File: config.mk
export PLATFORM = sky130hd
export DESIGN_NAME = ucode_loader_flat
export DESIGN_NICKNAME = d
export VERILOG_FILES = /design/src/rtl/ucode_loader_if.sv /design/src/rtl/ucode_loader.sv /design/src/flat_wrapper.sv
export SDC_FILE = /design/constraint.sdc
export NUM_CORES = 1
export LEC_CHECK = 0
export BUFFER_PORTS_ARGS = -buffer_cell sky130_fd_sc_hd__buf_2
export CAP_MARGIN = 25
export CORE_ASPECT_RATIO = 1.2
export CORE_MARGIN = 3
export CORE_UTILIZATION = 55
export DETAILED_ROUTE_END_ITERATION = 6
export PLACE_DENSITY = 0.85
export SLEW_MARGIN = 20
export SYNTH_ARGS = -nofsm -noshare
export SYNTH_HDL_FRONTEND = slang
export SYNTH_SLANG_ARGS = --single-unit
File: constraint.sdc
create_clock -name i_clk -period 2.85 [get_ports i_clk]
set_input_delay 0.57 -clock i_clk [delete_from_list [all_inputs] [get_ports i_clk]]
set_output_delay 0.57 -clock i_clk [all_outputs]
set_load 0.05 [all_outputs]
File: src/rtl/ucode_loader_if.sv
// Bundle of the loader's data-path signals: the host word stream, the
// program-memory write port and the CPU run/status handshake.
// Signal names are seen from the loader: i_* flow into it, o_* out of it.
interface ucode_loader_if #(
    parameter int DATA_SZ = 16,
    parameter int ADDR_SZ = 8
);
    logic               i_valid;
    logic [DATA_SZ-1:0] i_data;
    logic               o_ready;
    logic               o_wr;
    logic [ADDR_SZ-1:0] o_waddr;
    logic [DATA_SZ-1:0] o_wdata;
    logic               o_run;
    logic               i_running;
    logic               i_status;

    // Loader side
    modport slave (
        input  i_valid, i_data, i_running, i_status,
        output o_ready, o_wr, o_waddr, o_wdata, o_run
    );

    // Host / CPU / memory side
    modport master (
        output i_valid, i_data, i_running, i_status,
        input  o_ready, o_wr, o_waddr, o_wdata, o_run
    );
endinterface

File: src/rtl/ucode_loader.sv
// Host-side loader for the uCode CPU: parses LOAD/RUN command words, writes
// program words into program memory and supervises a run with an optional
// cycle budget. All outputs are registered.
module ucode_loader #(
    parameter int DATA_SZ = 16,
    parameter int ADDR_SZ = 8
) (
    input  logic i_clk,
    input  logic i_rst,
    ucode_loader_if.slave bus,
    output logic o_busy,
    output logic o_done,
    output logic o_pass,
    output logic o_timeout,
    output logic o_error
);
    localparam int MEM_MAX = 1 << ADDR_SZ;
    localparam int CNT_W   = ADDR_SZ + 1;   // holds counts up to MEM_MAX
    localparam int BUD_W   = DATA_SZ - 1;   // budget field below the command bit

    localparam logic [DATA_SZ-1:0] MEM_MAX_W = DATA_SZ'(MEM_MAX);
    localparam logic [ADDR_SZ-1:0] ADDR_ONE  = 1;
    localparam logic [CNT_W-1:0]   CNT_ONE   = 1;
    localparam logic [BUD_W:0]     ELAP_ONE  = 1;

    typedef enum logic [2:0] {
        S_IDLE,
        S_COUNT,
        S_DATA,
        S_RUN,
        S_DONE
    } state_t;

    state_t             r_state, w_state_next;
    logic [ADDR_SZ-1:0] r_addr, w_addr_next;       // next program address
    logic [CNT_W-1:0]   r_left, w_left_next;       // data words still expected
    logic [BUD_W-1:0]   r_budget, w_budget_next;   // 0 = unlimited
    logic [BUD_W-1:0]   r_cycles, w_cycles_next;   // saturating run-cycle count
    logic               r_wr, w_wr_next;
    logic [ADDR_SZ-1:0] r_waddr, w_waddr_next;
    logic [DATA_SZ-1:0] r_wdata, w_wdata_next;
    logic               r_pass, w_pass_next;
    logic               r_timeout, w_timeout_next;
    logic               r_error, w_error_next;
    logic               r_ready, r_run, r_done, r_busy;

    logic                    w_accept;
    logic [DATA_SZ-2:ADDR_SZ] w_cmd_hi;
    logic [BUD_W:0]          w_elapsed;
    logic                    w_stop;
    logic                    w_expire;

    assign w_accept  = bus.i_valid && r_ready;
    assign w_cmd_hi  = bus.i_data[DATA_SZ-2:ADDR_SZ];
    // Cycles o_run will have been high once the current RUN cycle ends.
    assign w_elapsed = {1'b0, r_cycles} + ELAP_ONE;
    // i_running is not trusted in the first RUN cycle (r_cycles still 0).
    assign w_stop    = (r_cycles != '0) && !bus.i_running;
    assign w_expire  = (r_budget != '0) && (w_elapsed == {1'b0, r_budget});

    // State register
    always_ff @(posedge i_clk) begin
        if (i_rst) r_state <= S_IDLE;
        else       r_state <= w_state_next;
    end

    // Next-state decode and next values for all registered datapath outputs
    always_comb begin
        w_state_next   = r_state;
        w_addr_next    = r_addr;
        w_left_next    = r_left;
        w_budget_next  = r_budget;
        w_cycles_next  = r_cycles;
        w_wr_next      = 1'b0;
        w_waddr_next   = r_waddr;
        w_wdata_next   = r_wdata;
        w_pass_next    = r_pass;
        w_timeout_next = r_timeout;
        w_error_next   = r_error;
        case (r_state)
            S_IDLE: begin
                if (w_accept) begin
                    if (bus.i_data[DATA_SZ-1]) begin
                        w_budget_next = bus.i_data[BUD_W-1:0];
                        w_cycles_next = '0;
                        w_state_next  = S_RUN;
                    end else if (w_cmd_hi != '0) begin
                        w_error_next = 1'b1;      // malformed LOAD is dropped
                    end else begin
                        w_addr_next  = bus.i_data[ADDR_SZ-1:0];
                        w_state_next = S_COUNT;
                    end
                end
            end
            S_COUNT: begin
                if (w_accept) begin
                    if (bus.i_data == '0) begin
                        w_state_next = S_IDLE;
                    end else if (bus.i_data > MEM_MAX_W) begin
                        w_error_next = 1'b1;
                        w_state_next = S_IDLE;
                    end else begin
                        w_left_next  = bus.i_data[CNT_W-1:0];
                        w_state_next = S_DATA;
                    end
                end
            end
            S_DATA: begin
                if (w_accept) begin
                    w_wr_next    = 1'b1;
                    w_waddr_next = r_addr;
                    w_wdata_next = bus.i_data;
                    w_addr_next  = r_addr + ADDR_ONE;   // wraps modulo MEM_MAX
                    w_left_next  = r_left - CNT_ONE;
                    if (r_left == CNT_ONE) w_state_next = S_IDLE;
                end
            end
            S_RUN: begin
                if (r_cycles != '1) w_cycles_next = w_elapsed[BUD_W-1:0];
                if (w_stop || w_expire) begin
                    w_pass_next    = bus.i_status;
                    w_timeout_next = !w_stop;     // a stop beats a same-cycle expiry
                    w_state_next   = S_DONE;
                end
            end
            S_DONE:  w_state_next = S_IDLE;
            default: w_state_next = S_IDLE;
        endcase
    end

    // Datapath and status registers; handshake flags follow the next state
    always_ff @(posedge i_clk) begin
        if (i_rst) begin
            r_addr    <= '0;
            r_left    <= '0;
            r_budget  <= '0;
            r_cycles  <= '0;
            r_wr      <= 1'b0;
            r_waddr   <= '0;
            r_wdata   <= '0;
            r_pass    <= 1'b0;
            r_timeout <= 1'b0;
            r_error   <= 1'b0;
            r_ready   <= 1'b0;
            r_run     <= 1'b0;
            r_done    <= 1'b0;
            r_busy    <= 1'b0;
        end else begin
            r_addr    <= w_addr_next;
            r_left    <= w_left_next;
            r_budget  <= w_budget_next;
            r_cycles  <= w_cycles_next;
            r_wr      <= w_wr_next;
            r_waddr   <= w_waddr_next;
            r_wdata   <= w_wdata_next;
            r_pass    <= w_pass_next;
            r_timeout <= w_timeout_next;
            r_error   <= w_error_next;
            r_ready   <= (w_state_next == S_IDLE) || (w_state_next == S_COUNT) ||
                         (w_state_next == S_DATA);
            r_run     <= (w_state_next == S_RUN);
            r_done    <= (w_state_next == S_DONE);
            r_busy    <= (w_state_next != S_IDLE);
        end
    end

    assign bus.o_ready = r_ready;
    assign bus.o_wr    = r_wr;
    assign bus.o_waddr = r_waddr;
    assign bus.o_wdata = r_wdata;
    assign bus.o_run   = r_run;
    assign o_busy      = r_busy;
    assign o_done      = r_done;
    assign o_pass      = r_pass;
    assign o_timeout   = r_timeout;
    assign o_error     = r_error;
endmodule

File: src/flat_wrapper.sv
// flat-port wrapper written by rule: the top's interface ports become plain ports
module ucode_loader_flat 
#(
    parameter int DATA_SZ = 16,
    parameter int ADDR_SZ = 8
)
  (i_clk, i_rst, o_busy, o_done, o_pass, o_timeout, o_error, bus_i_valid, bus_i_data, bus_i_running, bus_i_status, bus_o_ready, bus_o_wr, bus_o_waddr, bus_o_wdata, bus_o_run);
  ucode_loader_if #(.DATA_SZ(DATA_SZ), .ADDR_SZ(ADDR_SZ)) bus_i ();
  input  logic i_clk;
  input  logic i_rst;
  output logic o_busy;
  output logic o_done;
  output logic o_pass;
  output logic o_timeout;
  output logic o_error;
  input wire logic [$bits(bus_i.i_valid)-1:0] bus_i_valid;
  input wire logic [$bits(bus_i.i_data)-1:0] bus_i_data;
  input wire logic [$bits(bus_i.i_running)-1:0] bus_i_running;
  input wire logic [$bits(bus_i.i_status)-1:0] bus_i_status;
  output wire logic [$bits(bus_i.o_ready)-1:0] bus_o_ready;
  output wire logic [$bits(bus_i.o_wr)-1:0] bus_o_wr;
  output wire logic [$bits(bus_i.o_waddr)-1:0] bus_o_waddr;
  output wire logic [$bits(bus_i.o_wdata)-1:0] bus_o_wdata;
  output wire logic [$bits(bus_i.o_run)-1:0] bus_o_run;
  assign bus_i.i_valid = bus_i_valid;
  assign bus_i.i_data = bus_i_data;
  assign bus_i.i_running = bus_i_running;
  assign bus_i.i_status = bus_i_status;
  assign bus_o_ready = bus_i.o_ready;
  assign bus_o_wr = bus_i.o_wr;
  assign bus_o_waddr = bus_i.o_waddr;
  assign bus_o_wdata = bus_i.o_wdata;
  assign bus_o_run = bus_i.o_run;
  ucode_loader #(.DATA_SZ(DATA_SZ), .ADDR_SZ(ADDR_SZ)) u_core (.i_clk(i_clk), .i_rst(i_rst), .bus(bus_i), .o_busy(o_busy), .o_done(o_done), .o_pass(o_pass), .o_timeout(o_timeout), .o_error(o_error));
endmodule
* Yosys cells after proc, flatten, opt, wreduce, memory -nomap -nowiden
Index checks and enable logic that the tools add are counted.
Operators by class: $add $sub $neg 3, magnitude comparators 1, equality and inequality tests 21, mux-type cells 32, bitwise gates (word level) 1, reduce and logical (&&, ||, !) cells 27
Operators with widths (count):
- $mux W15 | 3
- $mux W9 | 4
- $mux W8 | 4
- $pmux W15 S2 | 1
- $reduce_bool A15 Y1 | 2
- $mux W3 | 8
- $pmux W9 S2 | 1
- $add A15 B1 Y16 const B | 1
- $eq A16 B15 Y1 | 1
- $gt A16 B9 Y1 const B | 1
- $logic_not A16 Y1 | 1
- $pmux W8 S2 | 1
- $ne A15 B15 Y1 const B | 1
- $eq A3 B2 Y1 const B | 4
- $ne A2 B1 Y1 const B | 6
- $pmux W3 S4 | 1
- $ne A2 B2 Y1 const B | 5
- $reduce_and A5 Y1 | 2
- $eq A9 B1 Y1 const B | 1
- $sub A9 B1 Y9 const B | 1
- $add A8 B1 Y8 const B | 1
- $reduce_bool A2 Y1 | 4
- $mux W1 | 7
- $reduce_and A7 Y1 | 1
- other kinds (15) | 23
Word-level totals: flip-flop bits (word level) 82, bits of input ports 21, output and inout bits 32

* Longest topological paths before layout
depth in word-level cells 9, depth in mapped cells 10, depth with buffers taken out 9

* Worst setup path before layout
Ideal clock, no wire load.
kind reg2reg, start register u_core.r_cycles[1], end register u_core.r_pass, in the netlist u_core.o_pass, data arrival time 2.344 ns, setup slack 0.378 ns, stages on the path, launching flop included 10, path buffers 1, path through dfxtp_1 > ha_1 > buf_4 > nand4_4 > or3_1 > a2111oi_1 > a211oi_1 > a2111oi_4 > a31oi_1 > mux2i_1
On the way: word-level cells in the longest chain between the ends 5
RTL lines:
- start: declaration | line ucode_loader.sv:38 | logic [BUD_W-1:0] r_cycles, w_cycles_next;
- start signal: assignment | line ucode_loader.sv:152 | r_cycles <= w_cycles_next;
- $add A15 B1 Y16 | line ucode_loader.sv:56 | assign w_elapsed = {1'b0, r_cycles} + ELAP_ONE;
- $eq A16 B15 Y1 | line ucode_loader.sv:59 | assign w_expire = (r_budget != '0) && (w_elapsed == {1'b0, r_budget});
- $logic_and A1 B1 Y1 | line ucode_loader.sv:59
- $logic_or A1 B1 Y1 * | line ucode_loader.sv:120 | if (w_stop || w_expire) begin
- $reduce_and A2 Y1 (no line) *
- end signal: assignment | line ucode_loader.sv:156 | r_pass <= w_pass_next;
- end: declaration | line ucode_loader.sv:42 | logic r_pass, w_pass_next;
Every way passes the cells marked *; elsewhere a longest branch is shown, timed or not. A chain may end at the register's enable or synchronous reset.

* Final worst setup path
start register u_core.r_cycles[8], end register u_core.r_pass, in the netlist u_core.o_pass
The elaborated chain is that of the path after synthesis.

==> results.json <==
{
  "status": "finished, final reports clean",
  "holdBufCountCts": 0,
  "final_common_cell": "nand2_1",
  "ctsResizeCount": 0,
  "fp.coreArea_mm2": 0.00736,
  "setup_violations": 0,
  "cts_htree_levels": 3,
  "first_iter_violations": 204,
  "holdWs_ns": 0.458,
  "postCtsSetupBuffers": 0,
  "drt-vias-per-instance": 6.06,
  "synth_seq_area_share_pct": 38.8,
  "yosys.area.top_type": "dfxtp_1",
  "hold_viol": 0,
  "critPathMaxFanout": 10,
  "design_area_mm2": 0.00478,
  "area_growth_pct": 13.0,
  "final_util_pct": 65.0,
  "io_buffers": 52,
  "clock_latency_ns": 0.36,
  "synth_fp_nets": 573,
  "final_nets": 613,
  "drc": 0,
  "synthesis.area_mm2": 0.00424,
  "fin_crit_sh_pct": 91.5,
  "drive_above_1_share_pct": 16.6,
  "clock.fmax_mhz": 383,
  "routabilityCongestion": 0.949,
  "skew_ns": 0.0120,
  "crit_type": "flop to flop",
  "numCtsBuffers": 9,
  "ioPinCount": 53,
  "clockBufferDepth": 2,
  "fin_crit_ns": 2.61,
  "start_util_pct": 57.5,
  "die_w_um": 86.1,
  "row_count": 34,
  "grt_pass1_vias": 3850,
  "hpwl_um": 7930,
  "leakagePower_nw": 1.84,
  "drv_cap": 0,
  "power_density_mw_per_mm2": 482,
  "synthArstFlopShare_pct": 0,
  "rsz0062_at_grt": "no",
  "grt_start_max_net_pins": 69,
  "slew_violations": 0,
  "worst_pin_slew_ns": 0.776,
  "tritoncts": "built",
  "start_kind": "flop",
  "cts.sinks": 82,
  "required_ns": 3.10,
  "final_cell_mix": "112 x nand2_1, 82 x dfxtp_1, 60 x a21oi_1",
  "grt_pass1_wl_um": 18600,
  "setup_slack_ns": 0.241,
  "first_pass_iters": 5,
  "relSlewSlack_pct": 48.1,
  "peakVddDrop_uv": 418,
  "hold_class": "flop to flop",
  "gr-total-overflow": 0,
  "drt-total-wl_um": 10900,
  "antenna_found_initial": 0,
  "crit_arrival_ns": 2.85,
  "wl_per_cell_um": 15.9,
  "synth_edf_count": 0,
  "setup_tns_ns": 0,
  "yosysTopAreaCellShare_pct": 38.8,
  "avgSynthCellArea_um2": 7.74,
  "post-place-ws_ns": 0.146,
  "num_vias": 4132,
  "synthCells": 547,
  "insertedDiodeCount": 0,
  "synthFlopType": "dfxtp_1",
  "grt_usage_pct": 26.3,
  "die_h_um": 102,
  "ys_seq_elements": 82,
  "root_buffer": "clkbuf_8",
  "fp.dieArea_mm2": 0.00879,
  "crit_path_end_kind": "flop",
  "ys_types": 57,
  "synth_area_leaders": "dfxtp_1 39%, nand2_1 9.9%, a21oi_1 7.1%, nor2_1 4.3%, o21ai_0 2.8%",
  "placed_cell_area_mm2": 0.00458,
  "path_clk_slew_ns": 0.09,
  "yosys_warnings": 0,
  "antenna_left": 0
}
[routing by layer]
layer  vias to the layer above  global-route usage, %  wire (um)
met1                      1927                   32.7       4520
met3                        33                   4.92        535
met2                       143                   44.3       5460
li1                       2029                      -          -
met5                         -                      0          0
met4                         0                   11.8        350
[per-stage QoR]
stage	power, mW	instances
6_report	2.31	682
5_1_grt	2.39	682
3_3_place_gp	1.44	666
3_5_place_dp	1.44	666
4_1_cts	2.32	682
2_1_floorplan	1.37	547
[logic make-up (layout without fill, tap and decap cells)]
kind of cell	count (synthesis)	after routing	share of synthesized area, %
compound gates	153	153	23.0
buf+inv	47	92	4.76
mux	4	4	0.945
simple gates	242	242	28.1
fa+ha+maj	5	5	1.48
flops	82	82	38.8
xor+xnor	14	14	2.90
[path summary, 6_finish.rpt]
kind                                            start               endpoint  slack (ns)  cells past startpoint
worst min register to register  u_core.bus.o_wdata[1]  u_core.bus.o_wdata[1]        0.46                      2
worst min-delay path            u_core.bus.o_wdata[1]  u_core.bus.o_wdata[1]        0.46                      2
worst max-delay path               u_core.r_cycles[8]          u_core.o_pass        0.24                      7
worst max register to register     u_core.r_cycles[8]          u_core.o_pass        0.24                      7
[state kept, by name, summed over array words and instances (netlist names)]
signal,count
u_core.r_addr,8
u_core.bus.o_wr,1
u_core.bus.o_ready,1
u_core.r_left,9
u_core.o_busy,1
u_core.o_error,1
u_core.bus.o_run,1
u_core.o_done,1
u_core.bus.o_wdata,16
u_core.r_budget,15
u_core.r_state,3
u_core.o_timeout,1
u_core.bus.o_waddr,8
u_core.r_cycles,15
u_core.o_pass,1
[power breakdown]
group          switching (mW)  internal, mW  total (mW)
clock                   0.470         0.420       0.890
combinational           0.156        0.0772       0.233
sequential             0.0183          1.17        1.18
total                   0.644          1.66        2.31
[Yosys cell counts, drive strengths merged, types with 5 or more instances]
cell / count
ha: 5
or3: 9
a31oi: 11
clkbuf: 28
inv: 9
nand3: 12
o21ai: 31
a21oi: 60
nor2: 49
nor4: 14
xor2: 6
dfxtp: 82
and3: 7
o31ai: 5
nand2b: 5
nor3: 8
a211oi: 8
nand2: 113
a22oi: 12
buf: 10
and2: 6
nand4: 5
xnor2: 8
[worst max-delay path, cell delays in order (launching register included)]
cell,delay (ns)
dfxtp_1,0.60
nand3_1,0.19
or3_1,0.41
a2111oi_1,0.42
a211oi_1,0.13
a2111oi_4,0.35
a31oi_1,0.21
mux2i_1,0.19
[cell type report]
class                   instances  area (um2)
clock buffers                   9         124
clock inverters                 7        82.6
fillers                       630        2570
inverters                       9        33.8
multi-input cells             418        2390
flip-flops and latches         82        1640
well taps                      90         113
repair buffers                 67         398
(Power assumes the default switching activity.)
